[src/rtl/cpu_pkg.sv]
// Shared types and constants for the multi-cycle CPU front end.
package cpu_pkg;

    localparam int WORD_W = 32;

    localparam logic [WORD_W-1:0] RESET_PC_DEFAULT = 32'h0000_0000;

    typedef enum logic [1:0] {
        ST_FETCH  = 2'd0,
        ST_READY  = 2'd1,
        ST_HALTED = 2'd2,
        ST_ERROR  = 2'd3
    } fetch_state_e;

    function automatic logic is_word_aligned(input logic [WORD_W-1:0] addr);
        return addr[1:0] == 2'b00;
    endfunction

endpackage

[src/rtl/pc_fetch_stage_if.sv]
// Request/acknowledge instruction-memory port between the fetch stage and memory.
interface pc_fetch_stage_if;
    import cpu_pkg::*;

    logic              imem_req;
    logic [WORD_W-1:0] imem_addr;
    logic [WORD_W-1:0] imem_rdata;
    logic              imem_ack;

    modport master (
        output imem_req,
        output imem_addr,
        input  imem_rdata,
        input  imem_ack
    );

    modport slave (
        input  imem_req,
        input  imem_addr,
        output imem_rdata,
        output imem_ack
    );

endinterface

[src/rtl/pc_fetch_stage_ack_timer.sv]
// Counts FETCH cycles without an acknowledge; expired flags the last allowed cycle.
module ack_timer #(
    parameter int ACK_TIMEOUT = 16
) (
    input  logic clk,
    input  logic rst,
    input  logic clr,
    input  logic en,
    output logic expired
);

    localparam logic [7:0] LAST_CNT = 8'(ACK_TIMEOUT - 1);

    logic [7:0] count_q;
    logic [7:0] count_d;

    always_comb begin
        count_d = count_q;
        if (clr) begin
            count_d = 8'd0;
        end else if (en) begin
            count_d = count_q + 8'd1;
        end
    end

    // NOTE: sequential state uses non-blocking assignments so every flop samples pre-edge values.
    always_ff @(posedge clk) begin
        if (rst) begin
            count_q <= 8'd0;
        end else begin
            count_q <= count_d;
        end
    end

    assign expired = (count_q == LAST_CNT);

endmodule

[src/rtl/pc_fetch_stage.sv]
// PC register and instruction-fetch sequencer: holds PC, fetches over a req/ack port,
// and handles halt, fetch timeout, misaligned targets and the retired counter.
module pc_fetch_stage
    import cpu_pkg::*;
#(
    parameter logic [WORD_W-1:0] RESET_PC    = RESET_PC_DEFAULT,
    parameter int                ACK_TIMEOUT = 16
) (
    input  logic                CLK,
    input  logic                Reset,
    input  logic [WORD_W-1:0]   next_PC,
    input  logic                PCWre,
    input  logic                halt,
    pc_fetch_stage_if.master    imem,
    output logic [WORD_W-1:0]   PC,
    output logic [WORD_W-1:0]   PC4,
    output logic [WORD_W-1:0]   instr,
    output logic                instr_valid,
    output logic                halted,
    output logic                fetch_err,
    output logic [WORD_W-1:0]   retired
);

    fetch_state_e      state_q, state_d;
    logic [WORD_W-1:0] pc_q, pc_d;
    logic [WORD_W-1:0] instr_q, instr_d;
    logic [WORD_W-1:0] retired_q, retired_d;
    logic              req_q, req_d;

    logic fetch_active;
    logic timer_clr;
    logic timer_en;
    logic timer_expired;

    // The reset state is FETCH but the request only goes out once reset has released,
    // so acks and timeouts count only while the request is actually on the port.
    assign fetch_active = (state_q == ST_FETCH) && req_q;
    assign timer_clr    = !fetch_active || imem.imem_ack;
    assign timer_en     = fetch_active && !imem.imem_ack;

    ack_timer #(
        .ACK_TIMEOUT (ACK_TIMEOUT)
    ) u_ack_timer (
        .clk     (CLK),
        .rst     (Reset),
        .clr     (timer_clr),
        .en      (timer_en),
        .expired (timer_expired)
    );

    // NOTE: every signal is given its hold value first so no path leaves it unassigned (no latches).
    always_comb begin
        state_d   = state_q;
        pc_d      = pc_q;
        instr_d   = instr_q;
        retired_d = retired_q;

        unique case (state_q)
            ST_FETCH: begin
                if (fetch_active) begin
                    if (imem.imem_ack) begin
                        instr_d = imem.imem_rdata;
                        state_d = ST_READY;
                    end else if (timer_expired) begin
                        state_d = ST_ERROR;
                    end
                end
            end
            ST_READY: begin
                if (halt) begin
                    state_d = ST_HALTED;
                end else if (PCWre) begin
                    if (is_word_aligned(next_PC)) begin
                        pc_d      = next_PC;
                        retired_d = retired_q + 32'd1;
                        state_d   = ST_FETCH;
                    end else begin
                        state_d = ST_ERROR;
                    end
                end
            end
            default: begin
            end
        endcase

        req_d = (state_d == ST_FETCH);
    end

    always_ff @(posedge CLK) begin
        if (Reset) begin
            state_q   <= ST_FETCH;
            pc_q      <= RESET_PC;
            instr_q   <= '0;
            retired_q <= '0;
            req_q     <= 1'b0;
        end else begin
            state_q   <= state_d;
            pc_q      <= pc_d;
            instr_q   <= instr_d;
            retired_q <= retired_d;
            req_q     <= req_d;
        end
    end

    assign imem.imem_req  = req_q;
    assign imem.imem_addr = pc_q;

    assign PC          = pc_q;
    assign PC4         = pc_q + 32'd4;
    assign instr       = instr_q;
    assign instr_valid = (state_q == ST_READY);
    assign halted      = (state_q == ST_HALTED) || (state_q == ST_ERROR);
    assign fetch_err   = (state_q == ST_ERROR);
    assign retired     = retired_q;

endmodule

[src/flat_wrapper.sv]
// flat-port wrapper written by rule: the top's interface ports become plain ports
module pc_fetch_stage_flat import cpu_pkg::*;
#(
    parameter logic [WORD_W-1:0] RESET_PC    = RESET_PC_DEFAULT,
    parameter int                ACK_TIMEOUT = 16
)
  (CLK, Reset, next_PC, PCWre, halt, PC, PC4, instr, instr_valid, halted, fetch_err, retired, imem_imem_req, imem_imem_addr, imem_imem_rdata, imem_imem_ack);
  pc_fetch_stage_if imem_i ();
  input  logic CLK;
  input  logic Reset;
  input  logic [WORD_W-1:0] next_PC;
  input  logic PCWre;
  input  logic halt;
  output logic [WORD_W-1:0] PC;
  output logic [WORD_W-1:0] PC4;
  output logic [WORD_W-1:0] instr;
  output logic instr_valid;
  output logic halted;
  output logic fetch_err;
  output logic [WORD_W-1:0] retired;
  output wire logic [$bits(imem_i.imem_req)-1:0] imem_imem_req;
  output wire logic [$bits(imem_i.imem_addr)-1:0] imem_imem_addr;
  input wire logic [$bits(imem_i.imem_rdata)-1:0] imem_imem_rdata;
  input wire logic [$bits(imem_i.imem_ack)-1:0] imem_imem_ack;
  assign imem_imem_req = imem_i.imem_req;
  assign imem_imem_addr = imem_i.imem_addr;
  assign imem_i.imem_rdata = imem_imem_rdata;
  assign imem_i.imem_ack = imem_imem_ack;
  pc_fetch_stage #(.RESET_PC(RESET_PC), .ACK_TIMEOUT(ACK_TIMEOUT)) u_core (.CLK(CLK), .Reset(Reset), .next_PC(next_PC), .PCWre(PCWre), .halt(halt), .imem(imem_i), .PC(PC), .PC4(PC4), .instr(instr), .instr_valid(instr_valid), .halted(halted), .fetch_err(fetch_err), .retired(retired));
endmodule
[config.mk]
export PLATFORM = sky130hd
export DESIGN_NAME = pc_fetch_stage_flat
export DESIGN_NICKNAME = d
export VERILOG_FILES = /design/src/rtl/cpu_pkg.sv /design/src/rtl/pc_fetch_stage_if.sv /design/src/rtl/pc_fetch_stage_ack_timer.sv /design/src/rtl/pc_fetch_stage.sv /design/src/flat_wrapper.sv
export SDC_FILE = /design/constraint.sdc
export NUM_CORES = 1
export LEC_CHECK = 0
export ABC_AREA = 1
export CAP_MARGIN = 20
export CORE_MARGIN = 5
export CORE_UTILIZATION = 45
export DETAILED_ROUTE_END_ITERATION = 16
export PLACE_DENSITY_LB_ADDON = 0.2
export SLEW_MARGIN = 30
export SYNTH_ARGS = -nofsm -noshare
export SYNTH_HDL_FRONTEND = slang
export SYNTH_SLANG_ARGS = --single-unit
export TNS_END_PERCENT = 50
[constraint.sdc]
create_clock -name CLK -period 2.9 [get_ports CLK]
set_clock_uncertainty 0.1 [all_clocks]
set_input_delay 0.725 -clock CLK [delete_from_list [all_inputs] [get_ports CLK]]
set_output_delay 0.725 -clock CLK [all_outputs]
set_load 0.03 [all_outputs]
==> reports/metrics.csv <==
stage,metric,value,unit
outcome,status,finished clean,
cts,"Reg clk slew, reported paths",70,ps
critical_path,Crit-path slowest cell,dfxtp_2,
finish,post-layout net count,1079,
critical_path,Reg-to-Reg Start,u_core.retired[0],
placed_design,gpl congestion,0.9300,
sta,max-slew violations,0,
floorplan,Cell Rows,40,
global_route,total track usage,0.2276,
power_and_ir_drop,VDD IR max,0.0003598,V
hold_path,Hold Startpoint,u_core.u_ack_timer.count_q[0],
synthesis,area of the mapped netlist,5527,um2
synthesis,register bit total from synthesis,107,
hold_path,min-delay worst type,flip-flop to flip-flop,
sta,RSZ-0062 raised after global routing,true,
hold_path,Worst Hold End,u_core.u_ack_timer.count_q[0],
floorplan,Initial Util,0.4601,
power_and_ir_drop,Tot Pwr,3.244,mW
critical_path,CP endpoint kind,output port,
route,Via density,4.981,
cts,CTS root buffer,clkbuf_16,
floorplan,Core Area,12010,um2
finish,most frequent cells in the layout,"208 x clkdlybuf4s50_1, 156 x nand2_1, 136 x nor2_1, 105 x dfxtp_1, 69 x inv_1",
critical_path,WP data arrival,1990,ps
floorplan,die width,120.8,um
critical_path,crit-path leading delay family,simple AND/OR/NAND/NOR gates,
finish,ant diodes,0,
cts,clk buf depth,2,
critical_path,reg2reg setup slack,1030,ps
cts,TritonCTS Buffers,9,
floorplan,Die Ht,120.8,um
power_and_ir_drop,leakage,3.123,nW
route,Post-Route WL,16850,um
synthesis,dominant cell type by area after synthesis,dfxtp_1,
sta,final period utilization,0.9706,
critical_path,Setup CP Type,flip-flop to output port,
cts,hold buffer count at CTS,0,
critical_path,"slowest stage delay, CP",360,ps
cts,clock sink count,107,
synthesis,Netlist cell types,35,
critical_path,worst flop-to-flop path endpoint,u_core.retired[28],
synthesis,Mean Syn Cell Area,6.952,um2
global_route,global-route wire length before repair,27030,um
route,Vias,5773,
finish,area grow syn2layout,47.95,%
placed_design,PortBufs,232,
global_route,vias in the first global route,5369,
sta,slew margin rel.,0.6809,
synthesis,top-area cell type share of the netlist area,0.3876,
global_route,largest net degree at the start of global routing,57,
critical_path,crit start category,flip-flop,
critical_path,crit-path cells,ha_2 > nand2_1 > nor3_2 > buf_4 > nand2_2 > nor3_2 > xor2_1 > buf_4,
hold_path,Hold Path Cell Cnt,1,
cts,CTS H-tree depth,3,
finish,layout cells sized above 1,0.1018,
floorplan,Top-Level Pins,233,
critical_path,worst path bufs/invs,2,
floorplan,Die ar.,14600,um2
route,DR WL met2,7888,um
route,top layer in use,met4,
cts,worst skew pair latency,340,ps
placed_design,Placed Cells incl. Taps,1142,
global_route,initial antenna violation count,0,
route,Routed met3 length,1588,um
synthesis,sequential share of the synthesized area,0.3876,
placed_design,HPWL after DPL,12870,um
sta,Setup-failing EPs final,0,
finish,"most common cell after layout, fill and taps aside",clkdlybuf4s50_1,
synthesis,Gate Count Post-Synth,795,
power_and_ir_drop,PD cells,396.7,nW/um2
critical_path,CP Max Fanout,5,
job,total of max-cap violations,0,
route,DR WL/cell,14.53,um
critical_path,CP Data Required Time,2080,ps
global_route,Overflow after GRT,0,
critical_path,R2R depth,8,
route,TritonRoute pass-1 iters,5,
cts,CTS tree,yes,
sta,"Hold Violations, Final",0,
finish,post-layout util,0.6807,
route,Detailed Route Iter0 Violations,409,
synthesis,post-synth net total,867,
sta,post-layout min period,2815,ps
synthesis,synth warn,0,
route,Antenna Nets Post-Route,0,
synthesis,"top cells by area, synth","dfxtp_1 39%, nand2_1 11%, nor2_1 9.3%",
finish,final cell count without fillers,1159,
sta,slew at the pin closest to its max-slew limit,478.7,ps
route,Remaining DRCs,0,
route,Metal-1 WL,7129,um
sta,Max Freq,355.3,MHz
cell families (layout without fill, tap and decap cells):
kind of cell	after synthesis	count (layout)	synth area share
AO/OA/AOI/OAI	99	99	0.09124
XOR/XNOR	31	31	0.04913
adder cells (fa/ha/maj)	3	3	0.006793
buffers and inverters	135	352	0.1209
flip-flops	107	107	0.3876
AND/OR/NAND/NOR	420	420	0.3444
worst max-delay path by stage:
stage / to / cells after the start / start
6_report: PC4[24] / 8 / u_core.PC[3]
5_1_grt: PC4[24] / 8 / u_core.PC[2]
4_1_cts: PC4[26] / 10 / u_core.PC[2]
3_5_place_dp: PC4[27] / 9 / u_core.PC[2]
3_3_place_gp: PC4[17] / 8 / u_core.PC[3]
2_1_floorplan: PC4[30] / 7 / u_core.PC[3]
Yosys cell counts, drive strengths merged:
cell type,number
nor3b,1
ha,3
o21ai,41
nor2,154
o2111ai,1
clkbuf,18
nand4,13
nand3,65
nor3,20
and2,1
xor2,23
o21bai,1
dfxtp,107
inv,71
buf,46
and3,1
a211oi,1
nand2,161
nand3b,4
a21oi,55
xnor2,8
report_power, final:
group | switching [mW] | internal [mW] | leakage [nW]
clock network | 0.549 | 0.697 | 0.138
registers | 0.0250 | 1.51 | 0.866
logic | 0.254 | 0.212 | 2.12
area by class of cell:
class,instances,area [um2]
Timing Repair Buffer,265,2534
Sequential cell,107,2147
Multi-Input combinational cell,553,2741
Clock inverter,5,61.31
Clock buffer,11,242.7
Tap cell,147,183.9
Inverter,71,266.5
Fill cell,1061,3835
layer usage:
layer,vias to the layer above,global-route usage
li1,2934,-
met1,2567,0.2847
met2,252,0.3814
met3,20,0.06595
met4,0,0.06374
met5,-,0
state kept, by name, indices dropped and copies added, names as in the netlist:
| name | count |
|---|---|
| u_core.retired | 32 |
| u_core.imem.imem_req | 1 |
| u_core.state_q | 2 |
| u_core.u_ack_timer.count_q | 8 |
| u_core.PC | 32 |
| u_core.instr | 32 |
timing repair:
| item | in CTS | in global routing |
|---|---|---|
| resized for setup | 15 | 13 |
| buffers inserted | 0 | 1 |
| pin swaps | 0 | 3 |
| endpoints found under the hold margin | 0 | 0 |
| setup endpoints to repair | 16 | 11 |
per-stage QoR:
| stage | setup slack [ps] | TNS [ps] | hold slack, ps | area, um2 |
|---|---|---|---|---|
| floorplan | 112.4 | 0 | 317.6 | 5527 |
| global placement | 142.7 | 0 | 330.7 | 7861 |
| detailed placement | 97.13 | 0 | 341.9 | 7861 |
| CTS | 22.63 | 0 | 353.5 | 8164 |
| global route | -42.38 | -131.6 | 368.6 | 8177 |
| finish | 85.23 | 0 | 352.8 | 8177 |
Power figures use the tool's default switching activity.
